## src/rtl/regfile_master.sv

```systemverilog
// Initiator-side controller for a 2^ADDR_W x DATA_W register file: single write/read plus bulk
// fill and scan-verify, driven through a Start/Busy/Done handshake. Optional macro: SKIP_R0_EN.
module regfile_master #(
    parameter int unsigned ADDR_W  = 5,
    parameter int unsigned DATA_W  = 32,
    parameter int unsigned LEDSIZE = 8
) (
    input  logic              Clk,
    input  logic              Reset_n,
    input  logic              Start,
    input  logic [1:0]        Op,
    input  logic [ADDR_W-1:0] Address,
    input  logic [DATA_W-1:0] Data,
    input  logic [1:0]        CS,
    output logic [ADDR_W-1:0] W_Addr,
    output logic [DATA_W-1:0] W_Data,
    output logic              Write_Reg,
    output logic [ADDR_W-1:0] R_Addr_A,
    output logic [ADDR_W-1:0] R_Addr_B,
    input  logic [DATA_W-1:0] R_Data_A,
    input  logic [DATA_W-1:0] R_Data_B,
    output logic              Busy,
    output logic              Done,
    output logic [DATA_W-1:0] Rd_Data,
    output logic [ADDR_W:0]   Err_Count,
    output logic [LEDSIZE-1:0] LED
);

    localparam int unsigned CntW = ADDR_W + 1;
    localparam logic [ADDR_W-1:0] LastIdx  = {ADDR_W{1'b1}};
    localparam logic [ADDR_W-1:0] LastScan = {{(ADDR_W-1){1'b1}}, 1'b0};

    typedef enum logic [2:0] {StIdle, StWrite, StRead, StFill, StScan, StDone} state_e;

    state_e             state_q, state_d;
    logic [ADDR_W-1:0]  w_addr_q, w_addr_d;
    logic [DATA_W-1:0]  w_data_q, w_data_d;
    logic [ADDR_W-1:0]  r_addr_a_q, r_addr_a_d;
    logic [ADDR_W-1:0]  r_addr_b_q, r_addr_b_d;
    logic [DATA_W-1:0]  data_q, data_d;
    logic [DATA_W-1:0]  rd_data_q, rd_data_d;
    logic [CntW-1:0]    err_q, err_d;
    logic [LEDSIZE-1:0] led_q, led_d;
    logic [DATA_W-1:0]  exp_a, exp_b;
    logic               mis_a, mis_b;

    always_ff @(posedge Clk or negedge Reset_n) begin
        if (!Reset_n) begin
            state_q    <= StIdle;
            w_addr_q   <= '0;
            w_data_q   <= '0;
            r_addr_a_q <= '0;
            r_addr_b_q <= '0;
            data_q     <= '0;
            rd_data_q  <= '0;
            err_q      <= '0;
            led_q      <= '0;
        end else begin
            state_q    <= state_d;
            w_addr_q   <= w_addr_d;
            w_data_q   <= w_data_d;
            r_addr_a_q <= r_addr_a_d;
            r_addr_b_q <= r_addr_b_d;
            data_q     <= data_d;
            rd_data_q  <= rd_data_d;
            err_q      <= err_d;
            led_q      <= led_d;
        end
    end

    // Scan expects each entry to hold pattern base plus its own address.
    always_comb begin
        exp_a = data_q + DATA_W'(r_addr_a_q);
        exp_b = data_q + DATA_W'(r_addr_b_q);
`ifdef SKIP_R0_EN
        if (r_addr_a_q == '0) begin
            exp_a = '0;
        end
`endif
        mis_a = (R_Data_A != exp_a);
        mis_b = (R_Data_B != exp_b);
    end

    always_comb begin
        state_d    = state_q;
        w_addr_d   = w_addr_q;
        w_data_d   = w_data_q;
        r_addr_a_d = r_addr_a_q;
        r_addr_b_d = r_addr_b_q;
        data_d     = data_q;
        rd_data_d  = rd_data_q;
        err_d      = err_q;
        case (state_q)
            StIdle: begin
                if (Start) begin
                    data_d = Data;
                    unique case (Op)
                        2'b00: begin
                            state_d  = StWrite;
                            w_addr_d = Address;
                            w_data_d = Data;
                        end
                        2'b01: begin
                            state_d    = StRead;
                            r_addr_a_d = Address;
                        end
                        2'b10: begin
                            state_d  = StFill;
                            w_addr_d = '0;
                            w_data_d = Data;
                        end
                        2'b11: begin
                            state_d    = StScan;
                            r_addr_a_d = '0;
                            r_addr_b_d = ADDR_W'(1);
                            err_d      = '0;
                        end
                    endcase
                end
            end
            StWrite: state_d = StDone;
            StRead: begin
                rd_data_d = R_Data_A;
                state_d   = StDone;
            end
            StFill: begin
                if (w_addr_q == LastIdx) begin
                    state_d = StDone;
                end else begin
                    w_addr_d = w_addr_q + ADDR_W'(1);
                    w_data_d = w_data_q + DATA_W'(1);
                end
            end
            StScan: begin
                err_d = err_q + CntW'(mis_a) + CntW'(mis_b);
                if (r_addr_a_q == LastScan) begin
                    state_d = StDone;
                end else begin
                    r_addr_a_d = r_addr_a_q + ADDR_W'(2);
                    r_addr_b_d = r_addr_b_q + ADDR_W'(2);
                end
            end
            StDone:  state_d = StIdle;
            default: state_d = StIdle;
        endcase
    end

    always_comb begin
        led_d = rd_data_q[LEDSIZE-1:0];
        for (int unsigned k = 0; k < DATA_W / LEDSIZE; k++) begin
            if (CS == 2'(k)) begin
                led_d = rd_data_q[k*LEDSIZE +: LEDSIZE];
            end
        end
    end

    always_comb begin
        Write_Reg = (state_q == StWrite) || (state_q == StFill);
`ifdef SKIP_R0_EN
        if (w_addr_q == '0) begin
            Write_Reg = 1'b0;
        end
`endif
    end

    assign Busy      = (state_q == StWrite) || (state_q == StRead) ||
                       (state_q == StFill) || (state_q == StScan);
    assign Done      = (state_q == StDone);
    assign W_Addr    = w_addr_q;
    assign W_Data    = w_data_q;
    assign R_Addr_A  = r_addr_a_q;
    assign R_Addr_B  = r_addr_b_q;
    assign Rd_Data   = rd_data_q;
    assign Err_Count = err_q;
    assign LED       = led_q;

endmodule
```

## config.mk

```make
export PLATFORM = sky130hd
export DESIGN_NAME = regfile_master
export DESIGN_NICKNAME = d
export VERILOG_FILES = /design/src/rtl/regfile_master.sv
export SDC_FILE = /design/constraint.sdc
export NUM_CORES = 1
export LEC_CHECK = 0
export CAP_MARGIN = 20
export CORE_AREA = 2 2 144 146
export CTS_CLUSTER_SIZE = 14
export DETAILED_ROUTE_END_ITERATION = 7
export DIE_AREA = 0 0 146 148
export HOLD_SLACK_MARGIN = 0.06
export PLACE_DENSITY = 0.69
export SLEW_MARGIN = 20
export SYNTH_ARGS = -nofsm -noshare
export SYNTH_HDL_FRONTEND = slang
export SYNTH_SLANG_ARGS = --single-unit
```

## constraint.sdc

```tcl
create_clock -name Clk -period 10.45 [get_ports Clk]
set_clock_uncertainty 0.2 [all_clocks]
set_input_delay 3.135 -clock Clk [delete_from_list [all_inputs] [get_ports Clk]]
set_output_delay 3.135 -clock Clk [all_outputs]
set_load 0.01 [all_outputs]
```

# After elaboration in Yosys (flattened, before gate mapping)
# Cells that the tools add are included.
word_totals:
  register_bits: 128
  output_inout_bits: 96
  word_cells: 85
op_classes:
  add_sub_neg: 8
  eq_ne: 24
  muxes: 27
  n_reduce_logical: 17
op_table:
  columns: ["cell", "count"]
  rows:
  - ["$mux W32", 3]
  - ["$add A32 B5 Y32", 2]
  - ["$ne A32 B32 Y1", 2]
  - ["$pmux W32 S2", 1]
  - ["$pmux W5 S2", 5]
  - ["$mux W5", 7]
  - ["$add A32 B1 Y32 const B", 1]
  - ["$mux W8", 3]
  - ["$pmux W3 S4", 2]
  - ["$reduce_and A4 Y1", 4]
  - ["$add A6 B1 Y6", 2]
  - ["$mux W6", 2]
  - ["$ne A2 B2 Y1 const B", 6]
  - ["$pmux W6 S2", 1]
  - ["$add A5 B2 Y5 const B", 2]
  - ["$eq A5 B5 Y1 const B", 2]
  - ["$mux W3", 3]
  - ["$eq A2 B2 Y1 const B", 4]
  - ["$eq A3 B2 Y1 const B", 2]
  - ["$eq A3 B3 Y1 const B", 2]
  - ["$ne A3 B1 Y1 const B", 2]
  - ["$reduce_and A3 Y1", 2]
  - ["$add A5 B1 Y5 const B", 1]
  - ["$eq A2 B1 Y1 const B", 2]
  - ["8 further kinds", 13]

# Depth between registers and ports, before layout
logic_depth:
  ltp_word: 5
  depth_mapped: 16
  depth_no_buf: 16

# Worst setup path after synthesis
# Ideal clock, no wire load.
synth_timing:
  path_type: "input-to-reg"
  start: "input port R_Data_A[18]"
  end: "register err_q[4] (netlist: Err_Count[4])"
  arrival_ns: 5.531
  required_ns: 10.124
  setup_slack_ns: 4.593
  cell_stages: 11
  cell_sequence: "xnor2_1 -> xnor2_1 -> or4bb_1 -> a21oi_1 -> nand4_1 -> or4_1 -> fa_1 -> ha_1 -> nand4_1 -> xor2_1 -> nor2_1"
synth_between:
  elab_chain_cells: 4
synth_lines:
  columns: ["item", "line", "source"]
  rows:
  - ["from (decl)", "20", "input logic [DATA_W-1:0] R_Data_A,"]
  - ["$ne A32 B32 Y1", "80", "mis_a = (R_Data_A != exp_a);"]
  - ["$add A6 B1 Y6 (2 in a row)", "135", "err_d = err_q + CntW'(mis_a) + CntW'(mis_b);"]
  - ["$pmux W6 S2", "93", "case (state_q)"]
  - ["to (signal assigned)", "66", "err_q <= err_d;"]
  - ["to (decl)", "42", "logic [CntW-1:0] err_q, err_d;"]
# No other way between the ends.
# A chain may end at the register's enable or synchronous reset.

# Worst setup path after layout
layout_timing:
  start: "input port R_Data_B[11]"
  end: "register err_q[4] (netlist: Err_Count[4])"
layout_between:
  elab_chain_cells: 3
layout_lines:
  columns: ["item", "line", "source"]
  rows:
  - ["from (decl)", "21", "input logic [DATA_W-1:0] R_Data_B,"]
  - ["$ne A32 B32 Y1", "81", "mis_b = (R_Data_B != exp_b);"]
  - ["$add A6 B1 Y6", "135", null]
  - ["$pmux W6 S2", "93", null]
# No other way between the ends.

==> out/metrics.yaml <==
status: "completed"
maxSlewHeadroom: 0.333
cts_buffers: 17
met3_usage: 0.0438
clk_pin_slew_ns: 0.06
grt_usage: 0.240
ctsHoldBuffers: 0
ys.warnings.count: 0
grt_use_met2: 0.365
dr.pass1.iters: 5
final.min_clock_period_ns: 6.22
vias: 7549
synth_seq_cells: 128
avgSynthCellArea_um2: 9.39
synth_cell_types: 65
cts_tree: "yes"
n_antenna_cell: 0
grt_pass1_vias: 7076
ant_nets: 0
grt_pass1_wl_um: 40600
p_total_w: 0.00335
synth_commonest_cells: "dfrtp_1, a21oi_1, nand2_1"
final_util: 0.554
worst-setup-path-type: "in2reg"
antenna_found_initial: 0
synthToLayoutAreaGrowth_pct: 34.3
p_leak_nw: 4.31
worst_pin_slew_ns: 0.990
grt_max_degree: 70
hp-class: "reg2reg"
finalCritPeriodShare: 0.595
synth_edf_count: 0
post-synth-top-area-fraction: 0.388
clock_latency_ns: 0.43
synth_ff_type: "dfrtp_1"
worst_setup_path_start_kind: "primary input"
setup_tns_ns: 0
setup_violations: 0
dieArea_um2: 21600
post-cts-setup-buffer-count: 0
top_usage_layer: "met2"
cts_resized: 0
syn_area_um2: 8260
rsz0062_at_grt: "false"
die_y_um: 148
routed_wl_um: 26100
synth_nets: 1013
whs_ns: 0.327
port_buffers: 203
required_ns: 10.54
h-tree-depth: 4
drc_errors: 0
hold_viol: 0
drive_above_1_share: 0.115
crit_buf_inv: 1
cp_max_fo: 2
netlist_instances: 880
cp.arrival_ns: 6.31
num_io_pins: 204
synthTopCellsByArea: "dfrtp_1, mux2_2, xnor2_1"
drv_slew: 0
ys_seq_area_frac: 0.388
cts.sinks: 128
synth_most_common_cell: "dfrtp_1"
via_per_inst: 5.63
dp_hpwl_um: 19700
synth-async-reset-ratio: 1.00
grt_use_met1: 0.352
drv_cap: 0
coreArea_um2: 20000
cts-root-buf: "clkbuf_16"
cts.path.max_buffers: 2
drt_iter0_markers: 527
fin_nets: 1191
grt_overflow_total: 0
max_stage_delay_ns: 0.48
cp_slowest_cell: "clkdlybuf4s50_1"
gp_congestion: 0.941
wire_per_inst_um: 19.5
start_util: 0.412
fmaxAchievable_mhz: 161
crit_chain: "clkdlybuf4s50_1, xor2_1, xnor2_1, nand3_1, o41a_1, a2111oi_0, nand4_1, or4_1, fa_1, ha_1, nand4_1, xor2_1, nor2_1"
worst_setup_path_end_kind: "flip-flop"
crit_family: "simple AND/OR/NAND/NOR gates"
yosys.area.top_type: "dfrtp_1"
chipWidth_um: 146
row_count: 52
powerDensity_nw_per_um2: 302
ir_worst_vdd_v: 0.000120
==> path summary, 6_finish.rpt <==
kind / from / to / slack [ns] / cells past startpoint
worst max-delay path: R_Data_B[11] / Err_Count[4] / 4.23 / 13
worst min-delay path: W_Addr[4] / W_Addr[4] / 0.33 / 2
worst max register to register: R_Addr_B[1] / Err_Count[4] / 5.91 / 13
worst min register to register: W_Addr[4] / W_Addr[4] / 0.33 / 2
max in group asynchronous: Reset_n / R_Addr_B[2] / 6.02 / 2
min in group asynchronous: Reset_n / Err_Count[3] / 2.62 / 1
==> worst reg2reg max path: stages, from the launching register on <==
cell and delay (ns):
dfrtp_1 0.48, ha_1 0.34, a21o_1 0.17, a21oi_1 0.27, o21ai_0 0.40, o41a_1 0.52, a2111oi_0 0.39, nand4_1 0.16
or4_1 0.45, fa_1 0.48, ha_1 0.23, nand4_1 0.10, xor2_1 0.15, nor2_1 0.06
==> area by class of cell <==
cell class                 count  area (um2)
inverter                      14        52.6
tap                          270         338
sequential                   128        3200
timing repair buffer         209        2070
clock inverter                 9         131
multi-input combinational    688        4810
fill                        1826        8950
clock buffer                  22         484
==> sequential cells by signal, indices dropped and copies added, names as in the netlist <==
name / cells
Rd_Data: 32
R_Addr_A: 5
data_q: 32
W_Addr: 5
Err_Count: 6
state_q: 3
LED: 8
R_Addr_B: 5
W_Data: 32
==> cell families (layout without fill, tap and decap cells) <==
group,Yosys count,in the layout,synth area share
compound gates,213,213,0.151
fa+ha+maj,25,25,0.0406
buf+inv,64,254,0.0320
xor+xnor,97,97,0.103
simple gates,279,279,0.175
mux,74,74,0.111
flops,128,128,0.388
==> metal layers <==
layer	part of all wire	up-vias	routed length [um]
met1	0.47	3647	12300
met2	0.45	320	11700
met4	0.013	0	329
li1	-	3562	-
met3	0.066	20	1730
met5	0	-	0
==> report_power, final <==
part / total [W] / switching [W] / internal (W) / leakage, nW
Combinational: 0.00162 / 0.000764 / 0.000857 / 2.48
Clock: 0.000624 / 0.000226 / 0.000399 / 0.294
Sequential: 0.00110 / 0.000367 / 0.000735 / 1.54
Total: 0.00335 / 0.00136 / 0.00199 / 4.31
==> per-stage QoR <==
| stage | std cells | setup WS (ns) | cell area [um2] |
|---|---|---|---|
| floorplan | 880 | 4.59 | 8260 |
| global placement | 1309 | 3.87 | 10500 |
| detailed placement | 1309 | 3.82 | 10500 |
| CTS | 1340 | 4.25 | 11100 |
| global route | 1340 | 4.04 | 11100 |
| finish | 1340 | 4.23 | 11100 |
==> placed cells by master, fill, tap and decap left out, types with 4 or more instances in the layout <==
cell type / count
clkbuf_8: 4
o211ai_1: 4
o21a_1: 5
or2_2: 4
or3_1: 6
nor3_1: 25
clkbuf_16: 17
nor2_1: 64
o22ai_1: 17
nand2b_1: 9
clkdlybuf4s50_1: 202
ha_1: 22
nand4_1: 22
inv_1: 14
a21oi_1: 85
xor2_1: 42
dfrtp_1: 128
and2_1: 6
o21ai_0: 52
and3_1: 12
nand3_1: 31
mux2_2: 63
o31ai_1: 4
nand2_1: 68
buf_4: 7
nor4_1: 5
xnor2_1: 55
a31oi_1: 13
mux4_2: 8
Note: power is estimated with default switching activity, not from simulation.
